**src/rtl/divider_pkg.sv**
```systemverilog
// divider_pkg: shared FSM state type and the divide-by-zero quotient constant
// for the sequential non-restoring divider.
package divider_pkg;

   typedef enum logic [1:0] {
      IDLE = 2'd0,
      ITER = 2'd1,
      FIX  = 2'd2,
      DONE = 2'd3
   } div_state_e;

   // All-ones pattern of the requested width (width <= 64).
   function automatic logic [63:0] dbz_quotient(input int width);
      logic [63:0] q;
      q = '0;
      for (int i = 0; i < 64; i++) begin
         if (i < width) q[i] = 1'b1;
      end
      return q;
   endfunction

endpackage

```
**src/rtl/nr_step.sv**
```systemverilog
// nr_step: one combinational non-restoring row on a WIDTH+1-bit partial
// remainder; shifts in the next dividend bit and emits one quotient bit.
module nr_step #(
   parameter int WIDTH = 8
) (
   input  logic [WIDTH:0]   p_in,
   input  logic [WIDTH-1:0] q_in,
   input  logic [WIDTH-1:0] d,
   output logic [WIDTH:0]   p_out,
   output logic [WIDTH-1:0] q_out
);
   logic [WIDTH:0] shifted;

   assign shifted = {p_in[WIDTH-1:0], q_in[WIDTH-1]};
   assign p_out   = p_in[WIDTH] ? (shifted + {1'b0, d}) : (shifted - {1'b0, d});
   assign q_out   = {q_in[WIDTH-2:0], ~p_out[WIDTH]};

endmodule

```
**src/rtl/divider_nr_seq.sv**
```systemverilog
// divider_nr_seq: sequential non-restoring divider, UNROLL steps per clock.
// Define DIVIDER_SIGNED_EN to honour is_signed (two's-complement operands).
//
// state | meaning
// IDLE  | waiting for operands, in_ready high; first step row runs on accept
// ITER  | UNROLL non-restoring steps per cycle
// FIX   | remainder correction and sign restore
// DONE  | result held until out_ready
module divider_nr_seq
   import divider_pkg::*;
#(
   parameter int WIDTH  = 8,
   parameter int UNROLL = 1
) (
   input  logic             clk,
   input  logic             rst,
   input  logic             in_valid,
   output logic             in_ready,
   input  logic [WIDTH-1:0] dividend,
   input  logic [WIDTH-1:0] divisor,
   input  logic             is_signed,
   output logic             out_valid,
   input  logic             out_ready,
   output logic [WIDTH-1:0] quotient,
   output logic [WIDTH-1:0] remainder,
   output logic             div_by_zero
);
   localparam int N  = WIDTH / UNROLL;
   localparam int CW = $clog2(N + 1);
   localparam logic [WIDTH-1:0] DBZ_Q    = WIDTH'(dbz_quotient(WIDTH));
   localparam logic [CW-1:0]    CNT_LOAD = CW'(N);
   localparam logic [CW-1:0]    CNT_LAST = CW'(2);

   if (WIDTH < 2 || WIDTH > 64 || (WIDTH % UNROLL) != 0) begin : g_bad_param
      $error("divider_nr_seq: WIDTH must be 2..64 and a multiple of UNROLL");
   end

   div_state_e       state, state_nx;
   logic [CW-1:0]    cnt;
   logic [WIDTH:0]   prem;
   logic [WIDTH-1:0] qreg, dreg;
   logic [WIDTH-1:0] a_mag, b_mag, q_fix, r_fix, rem_u;
   logic [WIDTH-1:0] d_step;
   logic             dbz_in, accept;
   logic [WIDTH:0]   p_ch [UNROLL+1];
   logic [WIDTH-1:0] q_ch [UNROLL+1];

   assign dbz_in    = (divisor == '0);
   assign accept    = (state == IDLE) && in_valid;
   assign in_ready  = (state == IDLE);
   assign out_valid = (state == DONE);

`ifdef DIVIDER_SIGNED_EN
   logic a_neg, b_neg, q_neg, r_neg;

   assign a_neg = is_signed & dividend[WIDTH-1];
   assign b_neg = is_signed & divisor[WIDTH-1];
   assign a_mag = a_neg ? -dividend : dividend;
   assign b_mag = b_neg ? -divisor  : divisor;
   assign q_fix = q_neg ? -qreg  : qreg;
   assign r_fix = r_neg ? -rem_u : rem_u;

   always_ff @(posedge clk) begin
      if (rst) begin
         q_neg <= 1'b0;
         r_neg <= 1'b0;
      end else if (accept && !dbz_in) begin
         q_neg <= a_neg ^ b_neg;
         r_neg <= a_neg;
      end
   end
`else
   logic unused_is_signed;

   assign unused_is_signed = is_signed;
   assign a_mag = dividend;
   assign b_mag = divisor;
   assign q_fix = qreg;
   assign r_fix = rem_u;
`endif

   // Low WIDTH bits of the corrected remainder; the sign bit is known zero.
   assign rem_u = prem[WIDTH] ? (prem[WIDTH-1:0] + dreg) : prem[WIDTH-1:0];

   assign p_ch[0] = (state == IDLE) ? '0    : prem;
   assign q_ch[0] = (state == IDLE) ? a_mag : qreg;
   assign d_step  = (state == IDLE) ? b_mag : dreg;

   for (genvar u = 0; u < UNROLL; u++) begin : g_row
      nr_step #(.WIDTH(WIDTH)) u_step (
         .p_in  (p_ch[u]),
         .q_in  (q_ch[u]),
         .d     (d_step),
         .p_out (p_ch[u+1]),
         .q_out (q_ch[u+1])
      );
   end

   always_ff @(posedge clk) begin
      if (rst) state <= IDLE;
      else     state <= state_nx;
   end

   always_comb begin
      state_nx = state;
      unique case (state)
         IDLE: if (in_valid) state_nx = dbz_in ? DONE : ((N == 1) ? FIX : ITER);
         ITER: if (cnt == CNT_LAST) state_nx = FIX;
         FIX:  state_nx = DONE;
         DONE: if (out_ready) state_nx = IDLE;
         default: state_nx = IDLE;
      endcase
   end

   always_ff @(posedge clk) begin
      if (rst) begin
         cnt         <= '0;
         prem        <= '0;
         qreg        <= '0;
         dreg        <= '0;
         quotient    <= '0;
         remainder   <= '0;
         div_by_zero <= 1'b0;
      end else begin
         unique case (state)
            IDLE: if (in_valid) begin
               if (dbz_in) begin
                  quotient    <= DBZ_Q;
                  remainder   <= dividend;
                  div_by_zero <= 1'b1;
               end else begin
                  cnt         <= CNT_LOAD;
                  prem        <= p_ch[UNROLL];
                  qreg        <= q_ch[UNROLL];
                  dreg        <= b_mag;
                  div_by_zero <= 1'b0;
               end
            end
            ITER: begin
               cnt  <= cnt - 1'b1;
               prem <= p_ch[UNROLL];
               qreg <= q_ch[UNROLL];
            end
            FIX: begin
               quotient  <= q_fix;
               remainder <= r_fix;
            end
            default: ;
         endcase
      end
   end

endmodule

```
**config.mk**
```make
export PLATFORM = sky130hd
export DESIGN_NAME = divider_nr_seq
export DESIGN_NICKNAME = d
export VERILOG_FILES = /design/src/rtl/divider_pkg.sv /design/src/rtl/nr_step.sv /design/src/rtl/divider_nr_seq.sv
export SDC_FILE = /design/constraint.sdc
export NUM_CORES = 1
export LEC_CHECK = 0
export CAP_MARGIN = 20
export CORE_MARGIN = 5
export CORE_UTILIZATION = 56
export DETAILED_ROUTE_END_ITERATION = 16
export PLACE_DENSITY = 0.76
export SLEW_MARGIN = 20
export SYNTH_ARGS = -nofsm -noshare
export SYNTH_HDL_FRONTEND = slang
export SYNTH_SLANG_ARGS = --single-unit
```
**constraint.sdc**
```tcl
create_clock -name clk -period 4.2 [get_ports clk]
set_input_delay 0.63 -clock clk [delete_from_list [all_inputs] [get_ports clk]]
set_output_delay 0.63 -clock clk [all_outputs]
set_load 0.02 [all_outputs]
```
==> results.py <==
metrics = {
    "status": {
        "outcome": "complete, no violations",
    },
    "detailed_routing": {
        "drc": 0,
        "wl_per_cell_um": 16.04,
        "first_iter_violations": 180,
        "drtPass1Iterations": 5,
        "via_count": 2922,
        "routed_via_density": 5.975,
        "routed_wl_um": 7843,
        "final_antenna_net_count": 0,
    },
    "synthesis": {
        "synth_fa_ha_area_frac": 0.09863,
        "yosys.area.top_type": "dfxtp_1",
        "synthFlopType": "dfxtp_1",
        "syn_inst": 386,
        "synth.top_cell.area_share": 0.3006,
        "synth_seq_area_share": 0.3006,
        "avgSynthCellArea_um2": 8.282,
        "yosys-top-cells-area": "dfxtp_1 30%, ha_1 8.6%, a21oi_1 5.0%",
        "synth_seq_cells": 48,
        "async_flop_share": 0,
        "yosysWarnings": 0,
        "synth_edf_count": 0,
        "synth_mux_area_frac": 0.06928,
        "synth_compound_area_frac": 0.2282,
        "synth.distinct_cells": 55,
        "synth_top_family_by_area": "compound AO/OA/AOI/OAI gates",
        "syn-num-nets": 431,
        "syn_area_um2": 3197,
        "yosys.area_share.simple": 0.2125,
        "synth_xor_xnor_area_share": 0.03836,
    },
    "global_routing": {
        "grt_max_degree": 39,
        "grt_overflow": 0,
        "grt_usage": 0.2132,
        "grt_antenna_before_repair": 0,
        "grt_pass1_vias": 2783,
        "grt_pass1_wl_um": 12760,
    },
    "sta": {
        "max_slew_margin": 0.3009,
        "hold_slack_ps": 459.0,
        "max_freq_mhz": 282.5,
        "final.setup_skew_ps": 7.722,
        "worst_slew_pin_slew_ps": 1044,
        "finalHoldViolCount": 0,
        "period_share": 0.8428,
        "tns_ps": 0,
        "rsz0062_at_grt": "false",
        "slew_viol_final": 0,
        "layout_min_cycle_time_ps": 3540,
        "finalSetupViolCount": 0,
    },
    "floorplanning": {
        "die_x_um": 85.56,
        "std_cell_rows": 27,
        "pin_count": 40,
        "die_y_um": 85.56,
        "start_util": 0.5770,
        "core_um2": 5540,
        "dieArea_um2": 7320,
    },
    "hold_path": {
        "min_delay_path_depth": 2,
        "hold_class": "register to register",
    },
    "critical_path": {
        "crit_fanout": 12,
        "path_common_cell": "nor3_1",
        "critPathTopFamily": "simple AND/OR/NAND/NOR gates",
        "reg2regPathDepth": 15,
        "critPathArrivalTime_ps": 3740,
        "path_class": "register to register",
        "required_ps": 4400,
        "critPathLaunchType": "register",
        "path_cells": "inv_1 -> ha_1 -> buf_4 -> nor3_1 -> o21ai_4 -> nor3_2 -> nor2_1 -> xnor2_1 -> a21oi_1 -> ha_1 -> or3_1 -> nor3_1 -> nor3_1 -> o31a_1 -> o31a_1",
        "end_kind": "register",
        "cp_num_buf_inv": 2,
        "cp_slowest_stage_delay_ps": 400,
        "crit_slowest_cell": "dfxtp_1",
        "path_depth": 15,
    },
    "cells_and_area": {
        "n_fill_cell": 490,
        "antenna_cells": 0,
        "drive_above_1_share": 0.08873,
        "most-common-layout-cells": "48 x dfxtp_1, 38 x nand2_1, 38 x clkdlybuf4s50_1, 32 x nor2_1, 32 x a21oi_1",
        "ff_latch_area_um2": 960.9,
        "fin_nets": 461,
        "area_delta_synth_final_pct": 15.97,
        "multi_input_area_um2": 2068,
        "final_util": 0.6692,
        "fin_area_um2": 3707,
        "mostFrequentLayoutCell": "dfxtp_1",
    },
    "place": {
        "dpl.hpwl_um": 5968,
        "port_buffers": 38,
        "place.gp.congestion": 0.8725,
        "placed_area_um2": 3620,
    },
    "clocking": {
        "cts_buffers": 5,
        "root_buffer": "clkbuf_8",
        "clock_sinks": 48,
        "cts.hold.buffers_added": 0,
        "clk_path_buf_depth": 2,
        "cts_setup_buffers": 0,
        "h-tree-depth": 2,
        "cts_tree": "done",
        "ctsResizeCount": 0,
        "clkLatencyLatePin_ps": 310,
        "clkTransAtPathRegs_ps": 90,
    },
    "power": {
        "leakagePower_uw": 0.001429,
        "p_per_area_nw_per_um2": 666.3,
        "total_power_uw": 2470,
        "vdd_ir_drop_max_mv": 0.4903,
    },
    "job": {
        "drv_cap": 0,
    },
}
==> path summary, 6_finish.rpt <==
kind | from | to | slack [ps]
setup / recovery | state[0]$_SDFFE_PP0P_ | prem[8]$_SDFFE_PP0P_ | 660
hold / removal | remainder[0]$_SDFFE_PP0P_ | remainder[0]$_SDFFE_PP0P_ | 460
setup reg to reg | state[0]$_SDFFE_PP0P_ | prem[8]$_SDFFE_PP0P_ | 660
hold reg to reg | remainder[0]$_SDFFE_PP0P_ | remainder[0]$_SDFFE_PP0P_ | 460
==> registers in the layout, indices dropped and copies added (netlist names) <==
signal       count
cnt              4
div_by_zero      1
dreg             8
prem             9
q_fix            8
quotient         8
remainder        8
state            2
==> per-layer routing <==
metal  vias up  global-route usage  part of all wire
met4         0             0.05468            0.0092
li1       1461                   -                 -
met5         -                   0                 0
met1      1369              0.2693              0.44
met3         6             0.04035             0.073
met2        86              0.3722              0.48
==> stage by stage <==
| stage | setup WS, ps | instances |
|---|---|---|
| after global placement | 571.1 | 481 |
| after floorplan | 1107 | 386 |
| after global routing | 323.8 | 489 |
| after CTS | 697.6 | 489 |
| final | 660.1 | 489 |
| after detailed placement | 510.3 | 481 |
==> kinds of logic (layout without fill, tap and decap cells) <==
kind of cell / after synthesis / count (layout)
flops: 48 / 48
mux: 20 / 20
xor+xnor: 14 / 14
fa+ha+maj: 24 / 24
compound gates: 103 / 103
simple gates: 137 / 137
buf+inv: 40 / 71
==> worst reg2reg max path: stages (launching register included) <==
cell and delay, ps:
dfxtp_1 400, inv_1 100, ha_1 220, buf_4 190
nor3_1 340, o21ai_4 110, nor3_2 330, nor2_1 100
xnor2_1 150, a21oi_1 100, ha_1 240, or3_1 340
nor3_1 240, nor3_1 100, o31a_1 170, o31a_1 300
==> area by class of cell <==
class	count	area share
Multi-Input combinational cell	298	0.5579
Sequential cell	48	0.2592
Timing Repair Buffer	45	0.1168
Tap cell	72	0.02430
Clock buffer	5	0.01856
Inverter	18	0.01822
Clock inverter	3	0.005062
==> cell usage after synthesis, drive strengths merged (4+ instances only) <==
cell    number
o21ai       16
a21oi       33
ha          22
dfxtp       48
xnor2       12
nand4        4
nor2b       10
mux2         4
o41ai        4
buf          8
o31ai        4
inv         18
nand2       38
o221a        8
nand2b       5
nor2        32
o211ai       5
nand3       17
mux2i       16
a211oi      12
clkbuf      14
a21o         5
nor3        17
==> power breakdown <==
part	total (µW)	leakage (µW)	internal [µW]	switching [µW]
clock	280	0.0000479	116	163
combinational	1510	0.000987	644	861
sequential	685	0.000393	574	111
total	2470	0.00143	1340	1140
(Power assumes the default switching activity.)
